## src/rtl/i2s_receiver_if.sv

```systemverilog
// Stereo frame output port of the I2S receiver.
// Ports:
//   left_data  - left word of the presented frame
//   right_data - right word of the presented frame
//   out_valid  - frame available (driven by the receiver)
//   out_ready  - consumer accepts the frame (driven by the consumer)
interface i2s_receiver_if #(
    parameter int WORD_WIDTH = 16
);
    logic [WORD_WIDTH-1:0] left_data;
    logic [WORD_WIDTH-1:0] right_data;
    logic                  out_valid;
    logic                  out_ready;

    modport master (
        output left_data,
        output right_data,
        output out_valid,
        input  out_ready
    );

    modport slave (
        input  left_data,
        input  right_data,
        input  out_valid,
        output out_ready
    );
endinterface

```

## src/rtl/i2s_receiver.sv

```systemverilog
// Slave-mode I2S receiver, oversampled by clk. Deserialises one left and one
// right word per frame from externally driven bclk/ws/sd and presents each
// stereo frame on a valid/ready port.
// Ports:
//   clk, reset   - system clock, asynchronous active-high reset
//   bclk_in      - serial bit clock (asynchronous to clk)
//   ws_in        - word select, 0 = left, 1 = right (asynchronous)
//   sd_in        - serial data, MSB first (asynchronous)
//   frame        - output frame port (left_data/right_data/out_valid/out_ready)
//   overflow     - sticky: a completed frame was dropped
//   frame_err    - sticky: a channel slot was shorter than WORD_WIDTH
//   clear_flags  - single-cycle pulse clearing both sticky flags
//
// State | meaning
// IDLE  | waiting for the first ws 1->0 transition
// SHIFT | collecting bits of the current channel word
// HOLD  | word complete, discarding extra slot bits until ws changes
module i2s_receiver #(
    parameter int WORD_WIDTH     = 16,
    parameter bit LEFT_JUSTIFIED = 1'b0
) (
    input  logic               clk,
    input  logic               reset,
    input  logic               bclk_in,
    input  logic               ws_in,
    input  logic               sd_in,
    input  logic               clear_flags,
    i2s_receiver_if.master     frame,
    output logic               overflow,
    output logic               frame_err
);
    localparam int CW = $clog2(WORD_WIDTH + 1);

    typedef enum logic [1:0] {IDLE, SHIFT, HOLD} state_t;

    state_t                state;
    logic [2:0]            bclk_sync;   // [1:0] synchroniser, [2] previous value
    logic [1:0]            ws_sync;
    logic [1:0]            sd_sync;
    logic                  ws_prev;     // ws sampled at the previous bit edge
    logic                  chan;        // 0 = left, 1 = right
    logic [CW-1:0]         bit_cnt;
    logic [WORD_WIDTH-1:0] shift_reg;
    logic [WORD_WIDTH-1:0] left_hold;
    logic                  left_ok;     // left word of the current frame is held

    logic                  bit_edge;
    logic                  ws_trans;
    logic                  word_done;
    logic                  commit;
    logic [WORD_WIDTH-1:0] shifted;

    always_comb begin
        bit_edge  = bclk_sync[1] & ~bclk_sync[2];
        ws_trans  = bit_edge && (ws_sync[1] != ws_prev);
        shifted   = {shift_reg[WORD_WIDTH-2:0], sd_sync[1]};
        word_done = bit_edge && (state == SHIFT) && !ws_trans &&
                    (bit_cnt == CW'(WORD_WIDTH - 1));
        commit    = word_done && chan && left_ok;
    end

    always_ff @(posedge clk or posedge reset) begin
        if (reset) begin
            state            <= IDLE;
            bclk_sync        <= '0;
            ws_sync          <= '0;
            sd_sync          <= '0;
            ws_prev          <= 1'b0;
            chan             <= 1'b0;
            bit_cnt          <= '0;
            shift_reg        <= '0;
            left_hold        <= '0;
            left_ok          <= 1'b0;
            frame.left_data  <= '0;
            frame.right_data <= '0;
            frame.out_valid  <= 1'b0;
            overflow         <= 1'b0;
            frame_err        <= 1'b0;
        end else begin
            bclk_sync <= {bclk_sync[1:0], bclk_in};
            ws_sync   <= {ws_sync[0], ws_in};
            sd_sync   <= {sd_sync[0], sd_in};

            if (bit_edge) begin
                ws_prev <= ws_sync[1];
                case (state)
                    IDLE: begin
                        if (ws_prev && !ws_sync[1]) begin
                            state   <= SHIFT;
                            chan    <= 1'b0;
                            left_ok <= 1'b0;
                            // Left-justified: the edge that shows the ws change
                            // already carries the MSB.
                            if (LEFT_JUSTIFIED) begin
                                shift_reg <= shifted;
                                bit_cnt   <= CW'(1);
                            end else begin
                                bit_cnt   <= '0;
                            end
                        end
                    end
                    SHIFT: begin
                        if (ws_trans) begin
                            // Short slot: drop the partial word and the frame.
                            left_ok <= 1'b0;
                            chan    <= ws_sync[1];
                            if (LEFT_JUSTIFIED) begin
                                shift_reg <= shifted;
                                bit_cnt   <= CW'(1);
                            end else begin
                                bit_cnt   <= '0;
                            end
                        end else begin
                            shift_reg <= shifted;
                            bit_cnt   <= bit_cnt + CW'(1);
                            if (word_done) begin
                                state <= HOLD;
                                if (!chan) begin
                                    left_hold <= shifted;
                                    left_ok   <= 1'b1;
                                end else begin
                                    left_ok   <= 1'b0;
                                end
                            end
                        end
                    end
                    HOLD: begin
                        if (ws_trans) begin
                            state <= SHIFT;
                            chan  <= ws_sync[1];
                            if (LEFT_JUSTIFIED) begin
                                shift_reg <= shifted;
                                bit_cnt   <= CW'(1);
                            end else begin
                                bit_cnt   <= '0;
                            end
                        end
                    end
                    default: state <= IDLE;
                endcase
            end

            // A commit coinciding with a transfer replaces the accepted frame.
            if (commit && (!frame.out_valid || frame.out_ready)) begin
                frame.left_data  <= left_hold;
                frame.right_data <= shifted;
                frame.out_valid  <= 1'b1;
            end else if (frame.out_valid && frame.out_ready) begin
                frame.out_valid  <= 1'b0;
            end

            // Set conditions are evaluated after the clear so they win.
            if (clear_flags) begin
                overflow  <= 1'b0;
                frame_err <= 1'b0;
            end
            if (commit && frame.out_valid && !frame.out_ready)
                overflow <= 1'b1;
            if ((state == SHIFT) && ws_trans)
                frame_err <= 1'b1;
        end
    end
endmodule

```

## src/flat_wrapper.sv

```systemverilog
// flat-port wrapper written by rule: the top's interface ports become plain ports
module i2s_receiver_flat 
#(
    parameter int WORD_WIDTH     = 16,
    parameter bit LEFT_JUSTIFIED = 1'b0
)
  (clk, reset, bclk_in, ws_in, sd_in, clear_flags, overflow, frame_err, frame_left_data, frame_right_data, frame_out_valid, frame_out_ready);
  i2s_receiver_if #(.WORD_WIDTH(WORD_WIDTH)) frame_i ();
  input  logic clk;
  input  logic reset;
  input  logic bclk_in;
  input  logic ws_in;
  input  logic sd_in;
  input  logic clear_flags;
  output logic overflow;
  output logic frame_err;
  output wire logic [$bits(frame_i.left_data)-1:0] frame_left_data;
  output wire logic [$bits(frame_i.right_data)-1:0] frame_right_data;
  output wire logic [$bits(frame_i.out_valid)-1:0] frame_out_valid;
  input wire logic [$bits(frame_i.out_ready)-1:0] frame_out_ready;
  assign frame_left_data = frame_i.left_data;
  assign frame_right_data = frame_i.right_data;
  assign frame_out_valid = frame_i.out_valid;
  assign frame_i.out_ready = frame_out_ready;
  i2s_receiver #(.WORD_WIDTH(WORD_WIDTH), .LEFT_JUSTIFIED(LEFT_JUSTIFIED)) u_core (.clk(clk), .reset(reset), .bclk_in(bclk_in), .ws_in(ws_in), .sd_in(sd_in), .clear_flags(clear_flags), .frame(frame_i), .overflow(overflow), .frame_err(frame_err));
endmodule
```

## config.mk

```make
export PLATFORM = sky130hd
export DESIGN_NAME = i2s_receiver_flat
export DESIGN_NICKNAME = d
export VERILOG_FILES = /design/src/rtl/i2s_receiver_if.sv /design/src/rtl/i2s_receiver.sv /design/src/flat_wrapper.sv
export SDC_FILE = /design/constraint.sdc
export NUM_CORES = 1
export LEC_CHECK = 0
export CAP_MARGIN = 30
export CORE_MARGIN = 5
export CORE_UTILIZATION = 56
export DETAILED_ROUTE_END_ITERATION = 16
export GPL_TIMING_DRIVEN = 1
export PLACE_DENSITY = 0.86
export SLEW_MARGIN = 0
export SYNTH_ARGS = -nofsm -noshare
export SYNTH_HDL_FRONTEND = slang
export SYNTH_SLANG_ARGS = --single-unit
```

## constraint.sdc

```tcl
create_clock -name clk -period 4.08 [get_ports clk]
set_input_delay 0.408 -clock clk [delete_from_list [all_inputs] [get_ports clk]]
set_output_delay 0.408 -clock clk [all_outputs]
set_load 0.1 [all_outputs]
```

Word level (Yosys, flattened, before mapping)
Cells that the tools add are included.

Bitwise gates (word level): 4. Multiply operators: 0. Muxes and demuxes: 21. Reduce and logical (&&, ||, !) cells: 31. Divide/modulo/power cells: 0. $lt $le $gt $ge: 0. Equality and inequality tests: 10. Shifts and indexed selects: 0. $add $sub $neg: 1.

Operators with widths (count): two-way mux 5 bit (3); one-hot mux 5 bit (3 select lines) (1); logical AND 1 bit (12); AND reduction 4 bit (3); two-way mux 1 bit (10); AND reduction 5 bit (2); nonzero test 2 bit (5); two-way mux 2 bit (4); inequality test 2 x 1 -> 1 bit, second input constant (4); one-hot mux 2 bit (3 select lines) (1); adder 5 x 1 -> 5 bit, second input constant (1); == test 5 x 4 -> 1 bit, second input constant (1); zero test 1 bit (4); one-hot mux 1 bit (2 select lines) (2); inequality test 3 x 1 -> 1 bit, second input constant (1); inverter 1 bit (3); AND reduction 3 bit (1); nonzero test 3 bit (1); == test 2 x 1 -> 1 bit, second input constant (1); == test 2 bit, second input constant (1); zero test 2 bit (1); inequality test 2 bit, second input constant (1); OR reduction 2 bit (1); bitwise AND 1 bit (1); 2 further kinds (2).

Memories: 0. Bits in writable memories: 0. ROM bits: 0. Bits in latches: 0. Logic and storage cells: 82. Input bits: 7. Flip-flop bits (word level): 83. Output and inout port bits: 35.

Depth between registers and ports, before layout
Depth in word-level cells: 11. Mapped depth: 9. Mapped depth without buffers: 7.

Worst setup path before layout
OpenSTA, ideal clock, no wires.

Path kind: register to register. Start: register u_core.ws_prev. End: register u_core.frame.right_data[10]. Stages on the path, launching flop included: 8. Arrival: 1946 ps. Period minus slack after synthesis: 2071 ps. Setup slack: 2009 ps. Library setup time: 125 ps. Data required time: 3955 ps. Buffers on the path: 2. Cell sequence: dfrtp_1 > ha_1 > nand4b_4 > or2_1 > nor2b_1 > clkbuf_2 > buf_6 > mux2_2.

Cells in the longest elaborated chain, start to end: 8.

RTL lines: start: declaration (RTL line i2s_receiver.sv:40) `logic ws_prev;`; start signal: assignment (RTL line i2s_receiver.sv:85) `ws_prev <= ws_sync[1];`; inequality test 1 bit (RTL line i2s_receiver.sv:55) `ws_trans = bit_edge && (ws_sync[1] != ws_prev);`; logical AND 1 bit (RTL line i2s_receiver.sv:55); zero test 1 bit (RTL line i2s_receiver.sv:57) `word_done = bit_edge && (state == SHIFT) && !ws_trans &&`; logical AND 1 bit (2 in series) (RTL line i2s_receiver.sv:57); logical AND 1 bit (2 in series) (RTL line i2s_receiver.sv:59) `commit = word_done && chan && left_ok;`; logical AND 1 bit (RTL line i2s_receiver.sv:144) `if (commit && (!frame.out_valid || frame.out_ready)) begin`; end signal: assignment (RTL line i2s_receiver.sv:146) `frame.right_data <= shifted;`; end: declaration (RTL line i2s_receiver_if.sv:17) `output right_data,`.

Every way passes these cells. A chain may end at the register's enable or synchronous reset.

Worst setup path after layout
Start: register u_core.ws_prev. End: register u_core.frame.right_data[13].

The elaborated chain is that of the path after synthesis.

==> metrics.txt <==
status=finished, final reports clean; Syn Inst Count=216; Root Buffer=clkbuf_8; layout cell share with drive strength beyond 1=33.1%; Placed Cells=328; clock buffer count from CTS=9; routability congestion estimate=0.858; CTS sink cnt=a little over 80; reg2reg path depth=5; combinational group share of total power=12.3%; kind of critical path=reg -> reg; CTS-repair resized insts=0; Die X=86.7 um; htree depth=3; Layout fillers=428; syn_nets=around 230; Slew Viols, Final=0; PortBufs=between 40 and 50; period utilization=69.6%; vias in the first global route=1965; # DRC=0; Metal-1 WL=2.50 mm; Synth-to-Final Area Change=21.6%; clk_skew=0.0135 ns; Worst Setup Start Kind=flip-flop; final hold slack=0.302 ns; Fmax=0.352 GHz; Reg area=just over 2000 sq um; Die Height=roughly 87 um; Max clock buf depth=2; cell row count=28; CTS tree=done; Skew-Pair Late Insertion Delay=0.36 ns; NetSw=0.000487 W; max layer used=met4; Cell Int Power=0.00127 W; Synth Warn #=0; Core Box Area=5820 sq um; Setup Fix Bufs, Post-CTS=0; area occupied by multi-input gates=1140 sq um; CP Buf/Inv Count=0; routed vias=around 1900; diode count=0; Seq/Total Area, Yosys=about 63%; Setup TNS Final=0 ns; Setup Viol. Count Final=0; Switching Share=27.8%; total global routing track utilization=~17%; final worst path period need=2.84 ns; largest net degree at the start of global routing=50; number of top-level pins=42; relative slew slack=33.7%; critical path's slowest cell=nor2b_4; worst IR drop on VDD=233 uV; xor/xnor share of the synthesized area=0%; arrival time at the worst endpoint=3.07 ns; critical path peak fanout=32; post-synthesis cell type count=34; post-synthesis adder-cell area fraction=3.04%; DRT iter0 DRCs=71; FF-to-FF setup slack=1.24 ns; RSZ-0062 raised after global routing=no; leakage=1.94 nW; WP data required=4.31 ns; R2R Path End=u_core.frame.right_data[13]$_DFFE_PP0P_; Min-Delay Path Class=in -> async; share of power burned in registers=52.4%; Avg Vias per Cell=around 5.4; Mapped Area=about 3300 sq um; post-synthesis async set-or-reset flop share=100%; Tot Pwr=0.00175 W; Post-DRT Antenna Nets=0; 1st-pass router iterations=4; DR WL/cell=roughly 17 um; main combinational cell family by area after synthesis=multiplexers; EDFF count, synth=0; met3 wire len=175 um; setup ws final=1.24 ns; Cell Pwr Density=438 nW/um^2; Top Registers=u_core.frame.left_data (16), u_core.frame.right_data (16), u_core.left_hold (16); prevailing post-synth register cell=dfrtp_1; CTS clk-pin slew, worst paths=~0.080 ns; die area=7510 sq um; post-synthesis compound-gate area fraction=4.11%; grt total ovfl=0; post-DP HPWL=approximately 3.8 mm; Slew @ Worst Pin=0.991 ns; cts hold-fix bufs=0; fin cells=344; max_cap viols=0; dpl ws=1.26 ns; critical path depth in cells=5; mux contribution to synthesized area=22.2%; Clk network pwr share=35.3%; Setup crit end kind=flip-flop; Cell Chain, Critical Path=ha_1 > nand4b_4 > or2_1 > nor2b_4 > mux2_2; Worst path max stage delay=0.75 ns; starting density of the core=~57%; final WL=5.75 mm; FF-to-FF Start=u_core.ws_prev$_DFFE_PP0P_; FF+latch count, synth=between 80 and 90; initial antenna violation count=0; Net count, final=279; crit-path leading delay family=simple AND/OR/NAND/NOR gates; synthesized area per cell=15.2 sq um; met2 wire length=2.92 mm; share of synthesized cell area in and, or, nand and nor gates=5.10%; Final Hold Viols=0; first-pass GRT wire length=9.85 mm
-- worst max-delay path by stage --
stage	from	endpoint	slack, ns
3_5_place_dp	u_core.ws_sync[1]$_DFF_PP0_	u_core.frame.left_data[14]$_DFFE_PP0P_	1.26
4_1_cts	u_core.ws_sync[1]$_DFF_PP0_	u_core.frame.left_data[3]$_DFFE_PP0P_	1.23
2_1_floorplan	reset	u_core.bclk_sync[0]$_DFF_PP0_	1.54
6_report	u_core.ws_prev$_DFFE_PP0P_	u_core.frame.right_data[13]$_DFFE_PP0P_	1.24
5_1_grt	u_core.ws_sync[1]$_DFF_PP0_	u_core.frame.left_data[13]$_DFFE_PP0P_	1.10
3_3_place_gp	u_core.ws_prev$_DFFE_PP0P_	u_core.frame.right_data[8]$_DFFE_PP0P_	1.35
-- synthesized netlist by cell type (2+ instances only) --
master,n,area [sq um]
nor2_1,2,7.51
nor2b_1,2,12.5
nand2_1,9,33.8
mux2_2,62,698
nand2b_1,2,12.5
buf_6,3,33.8
dfrtp_1,83,2080
o21ai_0,8,40.0
a22o_1,2,17.5
ha_1,8,100
o21bai_1,3,22.5
o2bb2ai_1,2,17.5
mux2i_1,2,20.0
nand3_1,2,10.0
inv_1,7,26.3
-- routing by layer --
layer | up-vias | GRT usage, %
met3 | 9 | 2.57
met1 | 942 | 22.5
li1 | 863 | -
met2 | 40 | 28.4
met5 | - | 0
met4 | 0 | 9.77
-- kinds of logic (layout without fill, tap and decap cells) --
family                   count (synthesis)  after routing
flip-flops                              83             83
multiplexers                            65             65
AND/OR/NAND/NOR                         27             27
AO/OA/AOI/OAI                           19             19
buffers and inverters                   14             67
adder cells (fa/ha/maj)                  8              8
-- through the flow --
step                      utilization, %  cell area, sq um
after floorplan                        -              3290
after global placement              64.7              3760
after detailed placement            65.2              3790
after CTS                           68.8              4000
after global routing                68.8              4000
final                               68.8              4000
-- power by group through the flow --
stage	sequential, W	combinational [W]	clock, W
2_1_floorplan	0.000932	0.000153	0
3_3_place_gp	0.000931	0.000202	0
3_5_place_dp	0.000934	0.000213	0
4_1_cts	0.000918	0.000217	0.000628
5_1_grt	0.000926	0.000245	0.000663
6_report	0.000918	0.000216	0.000619
-- cell usage in the layout (no fill, tap or decap), types with 2 or more instances in the layout --
master,Yosys,routed
clkbuf_8,0,10
inv_6,0,2
buf_4,1,2
clkinvlp_4,0,2
o21bai_1,3,3
inv_1,7,6
dfrtp_1,83,83
a22o_1,2,2
o21ai_0,8,8
o2bb2ai_1,2,2
clkdlybuf4s50_1,0,41
nand2b_1,2,2
mux2i_1,2,2
nand3_1,2,2
nor2_1,2,2
nand2_1,9,9
ha_1,8,8
mux2_2,62,62
-- final cells by class --
type                    instances  area share (%)
inverters                       7           0.688
well taps                      75            2.35
clock buffers                  10            3.44
multi-input cells             119            28.5
repair buffers                 44            11.3
flip-flops and latches         83            51.9
clock inverters                 6            1.78
No activity file was read; power rests on OpenSTA's default activity.
